<file path="src/rtl/mem_port_arbiter_if.sv">
// Bundle of the two core request ports, their read responses, and the RAM-side
// bus for mem_port_arbiter.
interface mem_port_arbiter_if #(
   parameter int addr_width = 12,
   parameter int data_width = 12,
   parameter int cnt_width  = 16
) ();
   logic                  req1;
   logic                  req2;
   logic                  we1;
   logic                  we2;
   logic [addr_width-1:0] addr1;
   logic [addr_width-1:0] addr2;
   logic [data_width-1:0] wdata1;
   logic [data_width-1:0] wdata2;
   logic                  gnt1;
   logic                  gnt2;
   logic                  rvalid1;
   logic                  rvalid2;
   logic [data_width-1:0] rdata1;
   logic [data_width-1:0] rdata2;
   logic [addr_width-1:0] mem_addr;
   logic [data_width-1:0] mem_wdata;
   logic                  mem_wren;
   logic [data_width-1:0] mem_q;
   logic [cnt_width-1:0]  stall1;
   logic [cnt_width-1:0]  stall2;
   logic                  busy;

   modport slave (
      input  req1, req2, we1, we2, addr1, addr2, wdata1, wdata2, mem_q,
      output gnt1, gnt2, rvalid1, rvalid2, rdata1, rdata2,
             mem_addr, mem_wdata, mem_wren, stall1, stall2, busy
   );

   modport master (
      output req1, req2, we1, we2, addr1, addr2, wdata1, wdata2, mem_q,
      input  gnt1, gnt2, rvalid1, rvalid2, rdata1, rdata2,
             mem_addr, mem_wdata, mem_wren, stall1, stall2, busy
   );
endinterface

</file>
<file path="src/rtl/mem_port_arbiter.sv">
// Round-robin arbiter sharing one single-port synchronous RAM between two cores;
// at most one access per cycle, with read data returned one cycle after the grant.
module mem_port_arbiter #(
   parameter int addr_width = 12,
   parameter int data_width = 12,
   parameter int cnt_width  = 16
) (
   input logic               clk,
   input logic               reset,
   mem_port_arbiter_if.slave bus
);

   typedef enum logic [0:0] {
      PORT1 = 1'b0,
      PORT2 = 1'b1
   } port_e;

   localparam logic [cnt_width-1:0] CNT_MAX = {cnt_width{1'b1}};
   localparam logic [cnt_width-1:0] CNT_ONE = {{(cnt_width-1){1'b0}}, 1'b1};

   port_e                 last_gnt_q, last_gnt_d;
   logic                  rd_pend1_q, rd_pend1_d;
   logic                  rd_pend2_q, rd_pend2_d;
   logic [data_width-1:0] rdata1_q, rdata1_d;
   logic [data_width-1:0] rdata2_q, rdata2_d;
   logic [cnt_width-1:0]  stall1_q, stall1_d;
   logic [cnt_width-1:0]  stall2_q, stall2_d;
   logic                  gnt1_s;
   logic                  gnt2_s;
   logic                  rvalid1_s;
   logic                  rvalid2_s;

   // Port selection: a lone requester wins; on a tie the port not granted last wins.
   always_comb begin
      gnt1_s = 1'b0;
      gnt2_s = 1'b0;
      case ({bus.req1, bus.req2})
         2'b10: gnt1_s = 1'b1;
         2'b01: gnt2_s = 1'b1;
         2'b11: begin
            if (last_gnt_q == PORT2) begin
               gnt1_s = 1'b1;
            end else begin
               gnt2_s = 1'b1;
            end
         end
         default: begin
            gnt1_s = 1'b0;
            gnt2_s = 1'b0;
         end
      endcase
   end

   // RAM bus is driven only by the granted port; idle cycles present all zeros.
   always_comb begin
      bus.mem_addr  = {addr_width{1'b0}};
      bus.mem_wdata = {data_width{1'b0}};
      bus.mem_wren  = 1'b0;
      if (gnt1_s) begin
         bus.mem_addr  = bus.addr1;
         bus.mem_wdata = bus.wdata1;
         bus.mem_wren  = bus.we1;
      end else if (gnt2_s) begin
         bus.mem_addr  = bus.addr2;
         bus.mem_wdata = bus.wdata2;
         bus.mem_wren  = bus.we2;
      end else begin
         bus.mem_addr  = {addr_width{1'b0}};
         bus.mem_wdata = {data_width{1'b0}};
         bus.mem_wren  = 1'b0;
      end
   end

   // Next-state: read tracking, last grant, held read data and saturating stall counts.
   always_comb begin
      rd_pend1_d = gnt1_s & ~bus.we1;
      rd_pend2_d = gnt2_s & ~bus.we2;
      last_gnt_d = last_gnt_q;
      rdata1_d   = rdata1_q;
      rdata2_d   = rdata2_q;
      stall1_d   = stall1_q;
      stall2_d   = stall2_q;

      if (gnt1_s) begin
         last_gnt_d = PORT1;
      end else if (gnt2_s) begin
         last_gnt_d = PORT2;
      end else begin
         last_gnt_d = last_gnt_q;
      end

      if (rd_pend1_q) begin
         rdata1_d = bus.mem_q;
      end else begin
         rdata1_d = rdata1_q;
      end

      if (rd_pend2_q) begin
         rdata2_d = bus.mem_q;
      end else begin
         rdata2_d = rdata2_q;
      end

      if (bus.req1 && !gnt1_s && (stall1_q != CNT_MAX)) begin
         stall1_d = stall1_q + CNT_ONE;
      end else begin
         stall1_d = stall1_q;
      end

      if (bus.req2 && !gnt2_s && (stall2_q != CNT_MAX)) begin
         stall2_d = stall2_q + CNT_ONE;
      end else begin
         stall2_d = stall2_q;
      end
   end

   // State register; reset also drops any read still in flight.
   always_ff @(posedge clk) begin
      if (reset) begin
         last_gnt_q <= PORT2;
         rd_pend1_q <= 1'b0;
         rd_pend2_q <= 1'b0;
         rdata1_q   <= {data_width{1'b0}};
         rdata2_q   <= {data_width{1'b0}};
         stall1_q   <= {cnt_width{1'b0}};
         stall2_q   <= {cnt_width{1'b0}};
      end else begin
         last_gnt_q <= last_gnt_d;
         rd_pend1_q <= rd_pend1_d;
         rd_pend2_q <= rd_pend2_d;
         rdata1_q   <= rdata1_d;
         rdata2_q   <= rdata2_d;
         stall1_q   <= stall1_d;
         stall2_q   <= stall2_d;
      end
   end

   // A reset arriving while a read is in flight suppresses its response.
   assign rvalid1_s   = rd_pend1_q & ~reset;
   assign rvalid2_s   = rd_pend2_q & ~reset;

   assign bus.gnt1    = gnt1_s;
   assign bus.gnt2    = gnt2_s;
   assign bus.rvalid1 = rvalid1_s;
   assign bus.rvalid2 = rvalid2_s;
   assign bus.rdata1  = rvalid1_s ? bus.mem_q : rdata1_q;
   assign bus.rdata2  = rvalid2_s ? bus.mem_q : rdata2_q;
   assign bus.stall1  = stall1_q;
   assign bus.stall2  = stall2_q;
   assign bus.busy    = bus.req1 | bus.req2 | rd_pend1_q | rd_pend2_q;

endmodule

</file>
<file path="src/flat_wrapper.sv">
// flat-port wrapper written by rule: the top's interface ports become plain ports
module mem_port_arbiter_flat 
#(
   parameter int addr_width = 12,
   parameter int data_width = 12,
   parameter int cnt_width  = 16
)
  (clk, reset, bus_req1, bus_req2, bus_we1, bus_we2, bus_addr1, bus_addr2, bus_wdata1, bus_wdata2, bus_mem_q, bus_gnt1, bus_gnt2, bus_rvalid1, bus_rvalid2, bus_rdata1, bus_rdata2, bus_mem_addr, bus_mem_wdata, bus_mem_wren, bus_stall1, bus_stall2, bus_busy);
  mem_port_arbiter_if #(.addr_width(addr_width), .data_width(data_width), .cnt_width(cnt_width)) bus_i ();
  input logic clk;
  input logic reset;
  input wire logic [$bits(bus_i.req1)-1:0] bus_req1;
  input wire logic [$bits(bus_i.req2)-1:0] bus_req2;
  input wire logic [$bits(bus_i.we1)-1:0] bus_we1;
  input wire logic [$bits(bus_i.we2)-1:0] bus_we2;
  input wire logic [$bits(bus_i.addr1)-1:0] bus_addr1;
  input wire logic [$bits(bus_i.addr2)-1:0] bus_addr2;
  input wire logic [$bits(bus_i.wdata1)-1:0] bus_wdata1;
  input wire logic [$bits(bus_i.wdata2)-1:0] bus_wdata2;
  input wire logic [$bits(bus_i.mem_q)-1:0] bus_mem_q;
  output wire logic [$bits(bus_i.gnt1)-1:0] bus_gnt1;
  output wire logic [$bits(bus_i.gnt2)-1:0] bus_gnt2;
  output wire logic [$bits(bus_i.rvalid1)-1:0] bus_rvalid1;
  output wire logic [$bits(bus_i.rvalid2)-1:0] bus_rvalid2;
  output wire logic [$bits(bus_i.rdata1)-1:0] bus_rdata1;
  output wire logic [$bits(bus_i.rdata2)-1:0] bus_rdata2;
  output wire logic [$bits(bus_i.mem_addr)-1:0] bus_mem_addr;
  output wire logic [$bits(bus_i.mem_wdata)-1:0] bus_mem_wdata;
  output wire logic [$bits(bus_i.mem_wren)-1:0] bus_mem_wren;
  output wire logic [$bits(bus_i.stall1)-1:0] bus_stall1;
  output wire logic [$bits(bus_i.stall2)-1:0] bus_stall2;
  output wire logic [$bits(bus_i.busy)-1:0] bus_busy;
  assign bus_i.req1 = bus_req1;
  assign bus_i.req2 = bus_req2;
  assign bus_i.we1 = bus_we1;
  assign bus_i.we2 = bus_we2;
  assign bus_i.addr1 = bus_addr1;
  assign bus_i.addr2 = bus_addr2;
  assign bus_i.wdata1 = bus_wdata1;
  assign bus_i.wdata2 = bus_wdata2;
  assign bus_i.mem_q = bus_mem_q;
  assign bus_gnt1 = bus_i.gnt1;
  assign bus_gnt2 = bus_i.gnt2;
  assign bus_rvalid1 = bus_i.rvalid1;
  assign bus_rvalid2 = bus_i.rvalid2;
  assign bus_rdata1 = bus_i.rdata1;
  assign bus_rdata2 = bus_i.rdata2;
  assign bus_mem_addr = bus_i.mem_addr;
  assign bus_mem_wdata = bus_i.mem_wdata;
  assign bus_mem_wren = bus_i.mem_wren;
  assign bus_stall1 = bus_i.stall1;
  assign bus_stall2 = bus_i.stall2;
  assign bus_busy = bus_i.busy;
  mem_port_arbiter #(.addr_width(addr_width), .data_width(data_width), .cnt_width(cnt_width)) u_core (.clk(clk), .reset(reset), .bus(bus_i));
endmodule
</file>
<file path="config.mk">
export PLATFORM = sky130hd
export DESIGN_NAME = mem_port_arbiter_flat
export DESIGN_NICKNAME = d
export VERILOG_FILES = /design/src/rtl/mem_port_arbiter_if.sv /design/src/rtl/mem_port_arbiter.sv /design/src/flat_wrapper.sv
export SDC_FILE = /design/constraint.sdc
export NUM_CORES = 1
export LEC_CHECK = 0
export ABC_CLOCK_PERIOD_IN_PS = 2200
export BUFFER_PORTS_ARGS = -buffer_cell sky130_fd_sc_hd__buf_2
export CORE_MARGIN = 5
export CORE_UTILIZATION = 30
export CTS_BUF_LIST = sky130_fd_sc_hd__clkbuf_4 sky130_fd_sc_hd__clkbuf_8 sky130_fd_sc_hd__clkbuf_16
export CTS_CLUSTER_DIAMETER = 200
export DETAILED_ROUTE_END_ITERATION = 16
export PLACE_DENSITY = 0.65
export SETUP_SLACK_MARGIN = 0.5
export SYNTH_ARGS = -nofsm -noshare
export SYNTH_HDL_FRONTEND = slang
export SYNTH_SLANG_ARGS = --single-unit
export TNS_END_PERCENT = 100
</file>
<file path="constraint.sdc">
create_clock -name clk -period 2.2 [get_ports clk]
set_input_delay 0.22 -clock clk [delete_from_list [all_inputs] [get_ports clk]]
set_output_delay 0.22 -clock clk [all_outputs]
set_load 0.01 [all_outputs]
</file>
==> run summary, run 1 <==
Status - completed
Placed inst area - 4155 sq um
Largest family of logic cells by synthesized area - simple AND/OR/NAND/NOR gates
Row count - 38
CP Cell Sequence - ha_4 -> nand3_4 -> o41ai_4 -> buf_6 -> mux2i_1 -> nor2_1
H-tree depth - 3
Worst Hold Path Cells - 2
Post-Syn Nets - 463
Initial Utilization - 30.37%
Initial antenna violation count - 1
Via count - 3,520
Root Buffer - clkbuf_8
Crit path max-delay family - compound AO/OA/AOI/OAI gates
DP HPWL - 6780 um
Worst Tran Pin Value - 641.9 ps
Worst path required time - 2390 ps
Static Leak - 2.225 nW
Worst VDD drop - 0.2206 mV
Classification of the worst-slack hold path - in -> reg
Compound-Gate Fraction of Synth Area - 14.49%
Vias in the first global route - 3,257
CP max stage delay - 490 ps
FF+latch area - 1211 sq um
Async S/R FF share, synth - 0%
Max Fclk - 0.5776 GHz
Count of different cell masters after synthesis - 44
Mux share of post-synthesis cell area - 16.60%
Worst setup SP type - flop
Worst hold start - bus_we1
Warnings from Yosys - 0
CP Capture Type - flop
Total CTS buffers - 9
ANT cells - 0
CTS max path bufs - 2
Remaining DRCs - 0
Post-synth EDFFs - 0
Crit path kind - reg -> reg
Die Y-Extent - 114.3 um
Worst slew margin - 57.21%
Post-Synth Adder-Cell Area - 0.7669%
I/O Buffers - 151
Total congestion overflow - 0
Gr usage total - 14.48%
Setup crit start - u_core.bus.stall2[0]
Sink Count - 59
Primary FF master, synth - dfxtp_1
Share of cells above drive strength 1 - 54.63%
Routed Antenna Nets - 0
Reg clk slew, reported paths - 70 ps
CTS tree - yes
Hold Vio Cnt, Final - 0
Largest net degree at the start of global routing - 58
Crit path buf inv count - 1
Vias per inst - 5.014
Area of the multi-input gates - 2290 sq um
Top cells by area, synth - dfxtp_1 36%, mux2_2 8.6%, mux2i_1 8.0%
TNS Setup - 0 ps
Clk_skew - 9.612 ps
Synth Cell Area - 3263 sq um
First-pass GRT wire length - 15,700 um
R2r endpoint - u_core.bus.stall2[1]
Unrepaired setup endpoints after global routing - true
Cell area after layout - 5016 sq um
CP max-delay cell - o41ai_4
Core footprint - 10,750 sq um
Tcrit/Tclk final - 78.70%
Total routed wirelength - 10,540 um
Clk_lat worst skew - 330 ps
P per Cell Area - 490.1 nW/um^2
Post-Synth Simple-Gate Area - 28.07%
Fillers - 1,073
Gpl congestion - 0.8024
Flops & latches, synth - 59
Drt initial violations - 146
Nets - 625
CP arrival - 1920 ps
Tmin final - 1731 ps
Register area share after synthesis - 36.20%
Area growth from synthesis to layout - 53.72%
Finish-stage setup viols - 0
Yosys top cell by area - dfxtp_1
Worst-path fanout max - 8
Worst R2R Path Depth - 6
Xor/xnor share of the synthesized area - 0.2684%
Routed len/inst - 15.01 um
Io pins - 152
Drt first pass iters - 4
Pins over their slew limit - 0
Post-CTS Hold Fix Bufs - 0
Max_cap viols - 0
R2r setup slk - 470 ps
Post-Syn Area per Cell - 8.261 sq um
Post-Synthesis Cells - 395
Die width - 114.3 um
Area share of the leading cell type in the synthesized netlist - 36.20%
R2r startpoint - u_core.bus.stall2[0]
Hold Crit Endpoint - u_core.rd_pend1_q
DIE AREA - 13,060 sq um
cell usage in the layout (no fill, tap or decap), drive strengths merged:
master / instances
nor2: 32
clkinvlp: 1
mux2: 25
nor4: 2
nand4: 11
clkinv: 4
and2: 1
o41ai: 3
nand2: 64
mux2i: 26
o211ai: 1
nand3b: 1
and4: 5
nor3b: 2
buf: 170
nor2b: 3
inv: 5
dfxtp: 59
clkbuf: 15
a211oi: 3
o311ai: 2
o21ai: 44
nor4b: 1
or2b: 1
xor2: 1
or3: 17
ha: 2
nand3: 12
o31ai: 4
and3: 7
o211a: 1
or2: 1
and3b: 1
or4: 6
a21oi: 23
nor3: 6
worst reg2reg max path, cell delays in order, from the launching register on:
cell	delay [ps]
dfxtp_4	380
ha_4	160
nand3_4	90
o41ai_4	490
buf_6	210
mux2i_1	200
nor2_1	60
cell usage after synthesis, drive strengths merged, types with 4 or more instances:
cell type,n
buf,9
o21ai,44
nor2,32
mux2,25
or4,6
and4,5
dfxtp,59
nand2,64
nand3,12
clkbuf,14
nand4,11
inv,5
or3,17
a21oi,23
nor3,6
and3,7
o31ai,4
mux2i,26
routing by layer:
metal  vias to the layer above  share of wire (%)  GRT usage [%]  wire, um
met5                         -               0.12              0        13
met4                         2               0.81          2.613        85
met3                         9                5.6          4.440       586
met2                        97                 49          24.40      5130
met1                      1660                 45          18.46      4721
li1                       1752                  -              -         -
power by group:
group	internal, mW	switching (mW)	leakage (nW)	total [mW]
Clock	0.456	0.445	0.0929	0.901
Combinational	0.226	0.232	1.65	0.458
Sequential	1.08	0.0147	0.486	1.10
cell type report:
type | count | share of cell area [%]
Multi-Input combinational cell | 308 | 45.65
Tap cell | 140 | 3.492
Clock buffer | 11 | 2.893
Clock inverter | 5 | 0.7733
Inverter | 5 | 0.3742
Timing Repair Buffer | 174 | 22.67
Sequential cell | 59 | 24.15
worst max path at each step:
stage | endpoint | slack (ps) | cells past startpoint
global route | u_core.bus.stall2[1] | 370 | 6
global placement | u_core.bus.stall2[15] | 490 | 6
detailed placement | u_core.bus.stall2[15] | 440 | 6
finish | u_core.bus.stall2[1] | 470 | 6
CTS | bus_rdata1[10] | 440 | 4
floorplan | u_core.bus.stall2[1] | 550 | 6
per-stage QoR:
step | power [mW] | util, % | worst slack (ps) | cells | hold slack, ps
final | 2.458 | 46.68 | 468.6 | 702 | 63.35
after global routing | 2.595 | 46.68 | 374.6 | 702 | 50.01
after CTS | 2.399 | 42.26 | 444.5 | 689 | 38.78
after detailed placement | 1.453 | 38.67 | 436.8 | 671 | 402.4
after global placement | 1.446 | 38.67 | 486.3 | 671 | 403.5
after floorplan | 1.297 | - | 551.5 | 395 | 295.8
repair_timing:
action | in CTS | in global routing
pin swaps | 0 | 37
buffers inserted | 1 | 5
setup endpoints to repair | 56 | 68
hold endpoints to repair | 0 | 0
resized for setup | 45 | 119
gates cloned | 1 | 8
logic make-up (layout without fill, tap and decap cells):
family	Yosys count	after routing
AO/OA/AOI/OAI	81	81
buffers and inverters	28	195
adder cells (fa/ha/maj)	2	2
multiplexers	51	51
XOR/XNOR	1	1
AND/OR/NAND/NOR	173	173
flip-flops	59	59
state kept, by name (all words and copies together), names as in the netlist:
signal	flops
u_core.last_gnt_q	1
u_core.bus.stall1	16
u_core.rd_pend1_q	1
u_core.rdata2_q	12
u_core.rd_pend2_q	1
u_core.bus.stall2	16
u_core.rdata1_q	12
No activity file was read; power rests on OpenSTA's default activity.
==> run 2: changes to the inputs <==
- ABC_AREA: not set -> 1
- ABC_CLOCK_PERIOD_IN_PS: 2200 -> 1500
- PLACE_DENSITY: 0.65 -> 0.67
- clock period: 2.2 -> 1.5 ns (I/O delays scaled with it)
==> run 2 against run 1 <==
Effect of this change:
- the flow now finishes with violations (setup timing)
- hold slack worse by 26 ps
- sequential power up 44%
- setup slack worse by 560 ps
- largest power group unchanged
==> run summary, run 2 <==
Status - finished with violations (was completed)
Violated checks - setup timing
Crit path kind - reg -> out (was reg -> reg)
Net Switching - 1.181 mW (was 0.6924 mW)
Commonest non-fill, non-tap cell in the layout - buf_2 (unchanged)
Remaining DRCs - 0 (unchanged)
ANT cells - 0 (unchanged)
CP arrival - 1440 ps (was 1920 ps)
Most frequent cells in the layout - 115 x buf_2, 73 x buf_6, 67 x nand2_1 (was 137 x buf_2, 41 x dfxtp_1, 39 x nand2_1)
Post-Syn Area per Cell - 6.672 sq um (was 8.261 sq um)
R2r setup slk - 30 ps (was 470 ps)
Worst path required time - 1350 ps (was 2390 ps)
Routed Antenna Nets - 0 (unchanged)
Finish-stage setup viols - 48 (was 0)
Met3 routed WL - 678 um (was 586 um)
Post-Synth Adder-Cell Area - 0.7749% (was 0.7669%)
Register area share after synthesis - 36.57% (was 36.20%)
Die Y-Extent - 113.8 um (was 114.3 um)
First-pass GRT wire length - 19,710 um (was 15,700 um)
Post-layout util - 62.05% (was 46.68%)
Tmin final - 1590 ps
Post-Synthesis Cells - 484 (was 395)
Worst-path fanout max - 18 (was 8)
Cell Count, Final, Fillers Out - 856 (was 702)
Largest family of logic cells by synthesized area - simple AND/OR/NAND/NOR gates (unchanged)
Cell area after layout - 6464 sq um (was 5016 sq um)
Worst Tran Pin Value - 423.5 ps (was 641.9 ps)
Static Leak - 2.915 nW (was 2.225 nW)
Total congestion overflow - 0 (unchanged)
Setup ws final - -90.00 ps (was 468.6 ps)
Drt initial violations - 138 (was 146)
Drt first pass iters - 4 (unchanged)
Share of cells above drive strength 1 - 64.86% (was 54.63%)
Post-synth EDFFs - 0 (unchanged)
Io pins - 152 (unchanged)
Initial antenna violation count - 0 (was 1)
Synth Cell Area - 3229 sq um (was 3263 sq um)
Yosys top cell by area - dfxtp_1 (unchanged)
Placed inst area - 4449 sq um (was 4155 sq um)
Unrepaired setup endpoints after global routing - true (unchanged)
Largest net degree at the start of global routing - 33 (was 58)
P per Cell Area - 602.7 nW/um^2 (was 490.1 nW/um^2)
Vias per inst - 4.965 (was 5.014)
I/O Buffers - 151 (unchanged)
Flops & latches, synth - 59 (unchanged)
Tcrit/Tclk final - 106.0%
Clk_lat worst skew - 360 ps (was 330 ps)
Pins over their slew limit - 0 (unchanged)
Routed len/inst - 15.85 um (was 15.01 um)
DP HPWL - 8177 um (was 6780 um)
Sink Count - 59 (unchanged)
Nets - 783 (was 625)
Via count - 4,250 (was 3,520)
Warnings from Yosys - 0 (unchanged)
Async S/R FF share, synth - 0% (unchanged)
TNS Setup - -2801 ps (was 0 ps)
Switching Share - 30.31% (was 28.17%)
CP max-delay cell - dfxtp_2 (was o41ai_4)
DIE AREA - 12,940 sq um (was 13,060 sq um)
Clk_skew - 7.743 ps (was 9.612 ps)
Worst VDD drop - 0.5223 mV (was 0.2206 mV)
CP Capture Type - primary output (was flop)
Total CTS buffers - 9 (unchanged)
CTS tree - yes (unchanged)
Row count - 37 (was 38)
Vias in the first global route - 4,241 (was 3,257)
Min Hold Slack - 37.81 ps (was 63.35 ps)
Compound-Gate Fraction of Synth Area - 18.02% (was 14.49%)
Top cells by area, synth - dfxtp_1 37%, nand2_1 14%, nor2_1 9.1% (was dfxtp_1 36%, mux2_2 8.6%, mux2i_1 8.0%)
Reg clk slew, reported paths - 90 ps (was 70 ps)
Max_cap viols - 0 (unchanged)
Dpl cells - 773 (was 671)
DRT met1 WL - 5176 um (was 4721 um)
Root Buffer - clkbuf_8 (unchanged)
Hold Vio Cnt, Final - 0 (unchanged)
CTS max path bufs - 2 (unchanged)
Core footprint - 10,420 sq um (was 10,750 sq um)
DR top layer - met4 (was met5)
Mux share of post-synthesis cell area - 0% (was 16.60%)
Initial Utilization - 31.00% (was 30.37%)
Gr usage total - 18.88% (was 14.48%)
CP Cell Sequence - nand2_2 -> nand2_4 -> inv_6 -> nor2_4 -> buf_12 -> a22o_1 -> buf_2 (was ha_4 -> nand3_4 -> o41ai_4 -> buf_6 -> mux2i_1 -> nor2_1)
Area share of the leading cell type in the synthesized netlist - 36.57% (was 36.20%)
Post-synth top cells - 118 x nand2_1, 78 x nor2_1, 59 x dfxtp_1, 53 x inv_1, 49 x o21ai_0 (was 64 x nand2_1, 59 x dfxtp_1, 44 x o21ai_0, 32 x nor2_1, 26 x mux2i_1)
Worst slew margin - 71.77% (was 57.21%)
Die width - 113.8 um (was 114.3 um)
Xor/xnor share of the synthesized area - 0.2712% (was 0.2684%)
Total routed wirelength - 13,560 um (was 10,540 um)
Pre-CTS setup slack - 67.27 ps (was 436.8 ps)
Internal Power - 2.715 mW (was 1.766 mW)
Gpl congestion - 0.8883 (was 0.8024)
Primary FF master, synth - dfxtp_1 (unchanged)
H-tree depth - 3 (unchanged)
CP max stage delay - 350 ps (was 490 ps)
Max Fclk - 0.6289 GHz
WL met2 - 7435 um (was 5130 um)
Post-Syn Nets - 552 (was 463)
Area growth from synthesis to layout - 100.2% (was 53.72%)
Post-Synth Simple-Gate Area - 34.91% (was 28.07%)
Clock share of power - 40.5% (was 36.6%)
Classification of the worst-slack hold path - in -> reg (unchanged)
Worst setup SP type - flop (unchanged)
Total chip power - 3.896 mW (was 2.458 mW)
Count of different cell masters after synthesis - 28 (was 44)
Top-count cell post-synth - nand2_1 (unchanged)
Comb pwr share - 19.0% (was 18.6%)
Sequential Power Share - 40.5% (was 44.7%)
[run 2: area by class of cell]
cell class	count	area (sq um)
multi-input combinational	356	2623
tap	136	170.2
timing repair buffer	232	1938
inverter	57	239.0
sequential	59	1287
clock buffer	9	123.9
fill	830	3953
clock inverter	7	82.58
[run 2: routing by layer]
layer  GRT usage [%]  vias up
met5               0        -
met4           7.292        0
met3           4.191       24
met2           35.89      136
met1           20.06     2029
li1                -     2061
[run 2: critical path, delay by kind of cell, from the launching register on]
kind	cells	cell delay, ps
AO/OA/AOI/OAI	1	140
buffers and inverters	3	320
flip-flops	1	350
AND/OR/NAND/NOR	3	270
[run 2: final timing paths]
| check | from | to | depth (start not counted) |
|---|---|---|---|
| hold / removal | bus_mem_q[7] | u_core.rdata2_q[7] | 3 |
| setup / recovery | u_core.last_gnt_q | bus_mem_wdata[0] | 7 |
| setup reg to reg | u_core.last_gnt_q | u_core.bus.stall1[11] | 8 |
| hold reg to reg | u_core.rdata2_q[11] | u_core.rdata2_q[11] | 2 |
[run 2: cells by family (layout without fill, tap and decap cells)]
family | after synthesis | count (layout)
adder cells (fa/ha/maj) | 2 | 2
XOR/XNOR | 1 | 1
AO/OA/AOI/OAI | 97 | 97
AND/OR/NAND/NOR | 253 | 256
flip-flops | 59 | 59
buffers and inverters | 72 | 305
[run 2: power groups by stage]
stage	logic (mW)	registers, mW	clock network, mW
5_1_grt	0.797	1.58	1.68
4_1_cts	0.646	1.58	1.60
2_1_floorplan	0.269	1.65	0
6_report	0.740	1.58	1.58
3_5_place_dp	0.518	1.65	0
3_3_place_gp	0.508	1.65	0
[run 2: repair_timing]
| item | CTS | global route |
|---|---|---|
| hold buffers | 2 | 0 |
| pin swaps | 32 | 45 |
| setup buffers | 36 | 19 |
| cloned | 7 | 3 |
| endpoints found under the hold margin | 2 | 0 |
| endpoints found under the setup margin | 133 | 135 |
| resized for setup | 177 | 145 |
==> run 3: changes to the inputs <==
- CORE_MARGIN: 5 -> not set
==> run 3 against run 2 <==
Effect of this change:
- critical endpoint is now bus_mem_wdata[1]
- critical path depth rose by 1
- non-clock buffer count down 9
- cell count decreased by 1.3%
- maximum frequency shrank 5.4%
- combinational power is 5.1% higher
- sequential share of layout area rose by 0.43 points
- highest routed layer unchanged
- total power down 4.7%
- sequential power about the same
- global-route usage rose by 4.2 points
- die area shrank 14%
- the run still ends with setup timing left
==> run summary, run 3 (synthesized netlist as in run 2, its figures left out) <==
Status - finished with violations (unchanged)
Violated checks - setup timing (unchanged)
Area growth from synthesis to layout - 95.97% (was 100.2%)
Worst R2R Path Depth - 8 (unchanged)
M1 GR Usage - 24.20% (was 20.06%)
Row count - 37 (unchanged)
Total CTS buffers - 9 (unchanged)
Worst-path fanout max - 5 (was 18)
Post-layout util - 61.03% (was 62.05%)
Most frequent cells in the layout - 109 x buf_2, 81 x nand2_1, 65 x buf_6 (was 115 x buf_2, 73 x buf_6, 67 x nand2_1)
Reg clk slew, reported paths - 80 ps (was 90 ps)
Worst Tran Pin Value - 305.3 ps (was 423.5 ps)
Crit path kind - reg -> out (unchanged)
CTS tree - yes (unchanged)
Classification of the worst-slack hold path - in -> reg (unchanged)
Max Fclk - 0.5948 GHz (was 0.6289 GHz)
Worst slew margin - 79.60% (was 71.77%)
DP HPWL - 8162 um (was 8177 um)
Cell area after layout - 6329 sq um (was 6464 sq um)
DIE AREA - 11,180 sq um (was 12,940 sq um)
Tcrit/Tclk final - 112.1% (was 106.0%)
Hold Vio Cnt, Final - 0 (unchanged)
I/O Buffers - 151 (unchanged)
Met3 Use GR - 4.576% (was 4.191%)
Total chip power - 3.711 mW (was 3.896 mW)
Share of cells above drive strength 1 - 60.37% (was 64.86%)
Die Y-Extent - 105.8 um (was 113.8 um)
Vias in the first global route - 4,110 (was 4,241)
CTS max path bufs - 2 (unchanged)
Drt first pass iters - 4 (unchanged)
Tmin final - 1681 ps (was 1590 ps)
Largest net degree at the start of global routing - 23 (was 33)
Vias per inst - 5.021 (was 4.965)
Max_cap viols - 0 (unchanged)
Met2 usage - 44.49% (was 35.89%)
Dpl cells - 773 (unchanged)
Via count - 4,243 (was 4,250)
R2r setup slk - -10 ps (was 30 ps)
Drt initial violations - 159 (was 138)
Hold Crit Endpoint - u_core.rdata2_q[11] (was u_core.rdata2_q[7])
Gpl congestion - 0.8803 (was 0.8883)
Cell Count, Final, Fillers Out - 845 (was 856)
TNS Setup - -5067 ps (was -2801 ps)
Io pins - 152 (unchanged)
CP Capture Type - primary output (unchanged)
Root Buffer - clkbuf_8 (unchanged)
R2r endpoint - u_core.bus.stall1[4] (was u_core.bus.stall1[11])
Fillers - 823 (was 830)
P per Cell Area - 586.3 nW/um^2 (was 602.7 nW/um^2)
Initial Utilization - 31.14% (was 31.00%)
Total routed wirelength - 13,670 um (was 13,560 um)
Commonest non-fill, non-tap cell in the layout - buf_2 (unchanged)
GRT Max-Usage Layer - met2 (unchanged)
Worst path required time - 1350 ps (about the same)
Core footprint - 10,370 sq um (was 10,420 sq um)
R2r startpoint - u_core.bus.stall1[0] (was u_core.last_gnt_q)
Static Leak - 2.817 nW (was 2.915 nW)
Finish-stage setup viols - 50 (was 48)
Worst hold start - bus_mem_q[11] (was bus_mem_q[7])
CP arrival - 1530 ps (was 1440 ps)
Placed inst area - 4487 sq um (was 4449 sq um)
Worst setup SP type - flop (unchanged)
Total congestion overflow - 0 (unchanged)
Nets - 772 (was 783)
Sink Count - 59 (unchanged)
Die width - 105.8 um (was 113.8 um)
Min Hold Slack - 45.16 ps (was 37.81 ps)
First-pass GRT wire length - 20,130 um (was 19,710 um)
Unrepaired setup endpoints after global routing - true (unchanged)
Clk_skew - 15.19 ps (was 7.743 ps)
Initial antenna violation count - 0 (unchanged)
Routed Antenna Nets - 0 (unchanged)
Setup ws final - -181.3 ps (was -90.00 ps)
Remaining DRCs - 0 (unchanged)
Gr usage total - 23.04% (was 18.88%)
Worst VDD drop - 0.3664 mV (was 0.5223 mV)
Clk_lat worst skew - 350 ps (was 360 ps)
Worst Hold Path Cells - 3 (unchanged)
Pre-CTS setup slack - 76.17 ps (was 67.27 ps)
Pins over their slew limit - 0 (unchanged)
Routed len/inst - 16.18 um (was 15.85 um)
ANT cells - 0 (unchanged)
H-tree depth - 3 (unchanged)
run 3: critical path: stages (launching register included):
cell	delay [ps]
dfxtp_2	340
nand2_2	60
nand2_4	70
inv_4	50
nor2_4	170
buf_12	150
buf_16	100
a22o_1	120
buf_2	130
run 3: how the worst max path moves through the flow:
| stage | start | end | slack (ps) | cells past startpoint |
|---|---|---|---|---|
| final | u_core.last_gnt_q | bus_mem_wdata[1] | -180 | 8 |
| after global routing | u_core.last_gnt_q | bus_mem_wdata[9] | -270 | 8 |
| after CTS | u_core.last_gnt_q | bus_mem_addr[9] | -180 | 8 |
| after detailed placement | u_core.bus.stall2[1] | u_core.bus.stall2[15] | 80 | 7 |
| after global placement | u_core.bus.stall2[1] | u_core.bus.stall2[15] | 100 | 7 |
| after floorplan | u_core.bus.stall1[1] | u_core.bus.stall1[13] | 190 | 7 |
run 3: where the power goes:
part / internal [mW] / total (mW) / switching [mW] / leakage (nW)
clock network: 0.640 / 1.35 / 0.710 / 0.0843
registers: 1.56 / 1.58 / 0.0238 / 0.502
logic: 0.384 / 0.778 / 0.393 / 2.23
total: 2.58 / 3.71 / 1.13 / 2.82
run 3: cell type report:
class                   instances  area (sq um)  share of cell area, %
multi-input cells             354          2491                  39.36
repair buffers                223          1973                  31.18
flip-flops and latches         59          1287                  20.34
inverters                      57         227.7                  3.598
well taps                     136         170.2                  2.689
clock buffers                  10         137.6                  2.175
clock inverters                 6         41.29                 0.6524
run 3: repair_timing:
item | CTS | global route
setup buffers | 34 | 10
pin swaps | 18 | 22
hold buffers | 2 | 0
hold endpoints to repair | 2 | 0
endpoints found under the setup margin | 129 | 131
gates resized for setup | 173 | 92
cloned | 9 | 1
run 3: routing by layer:
layer  routed length (um)  part of all wire, %  up-vias
met5                    0                    0        -
met4                  320                  2.3        0
met3                  782                  5.7       26
met2                 7496                   55      177
met1                 5074                   37     2012
li1                     -                    -     2028
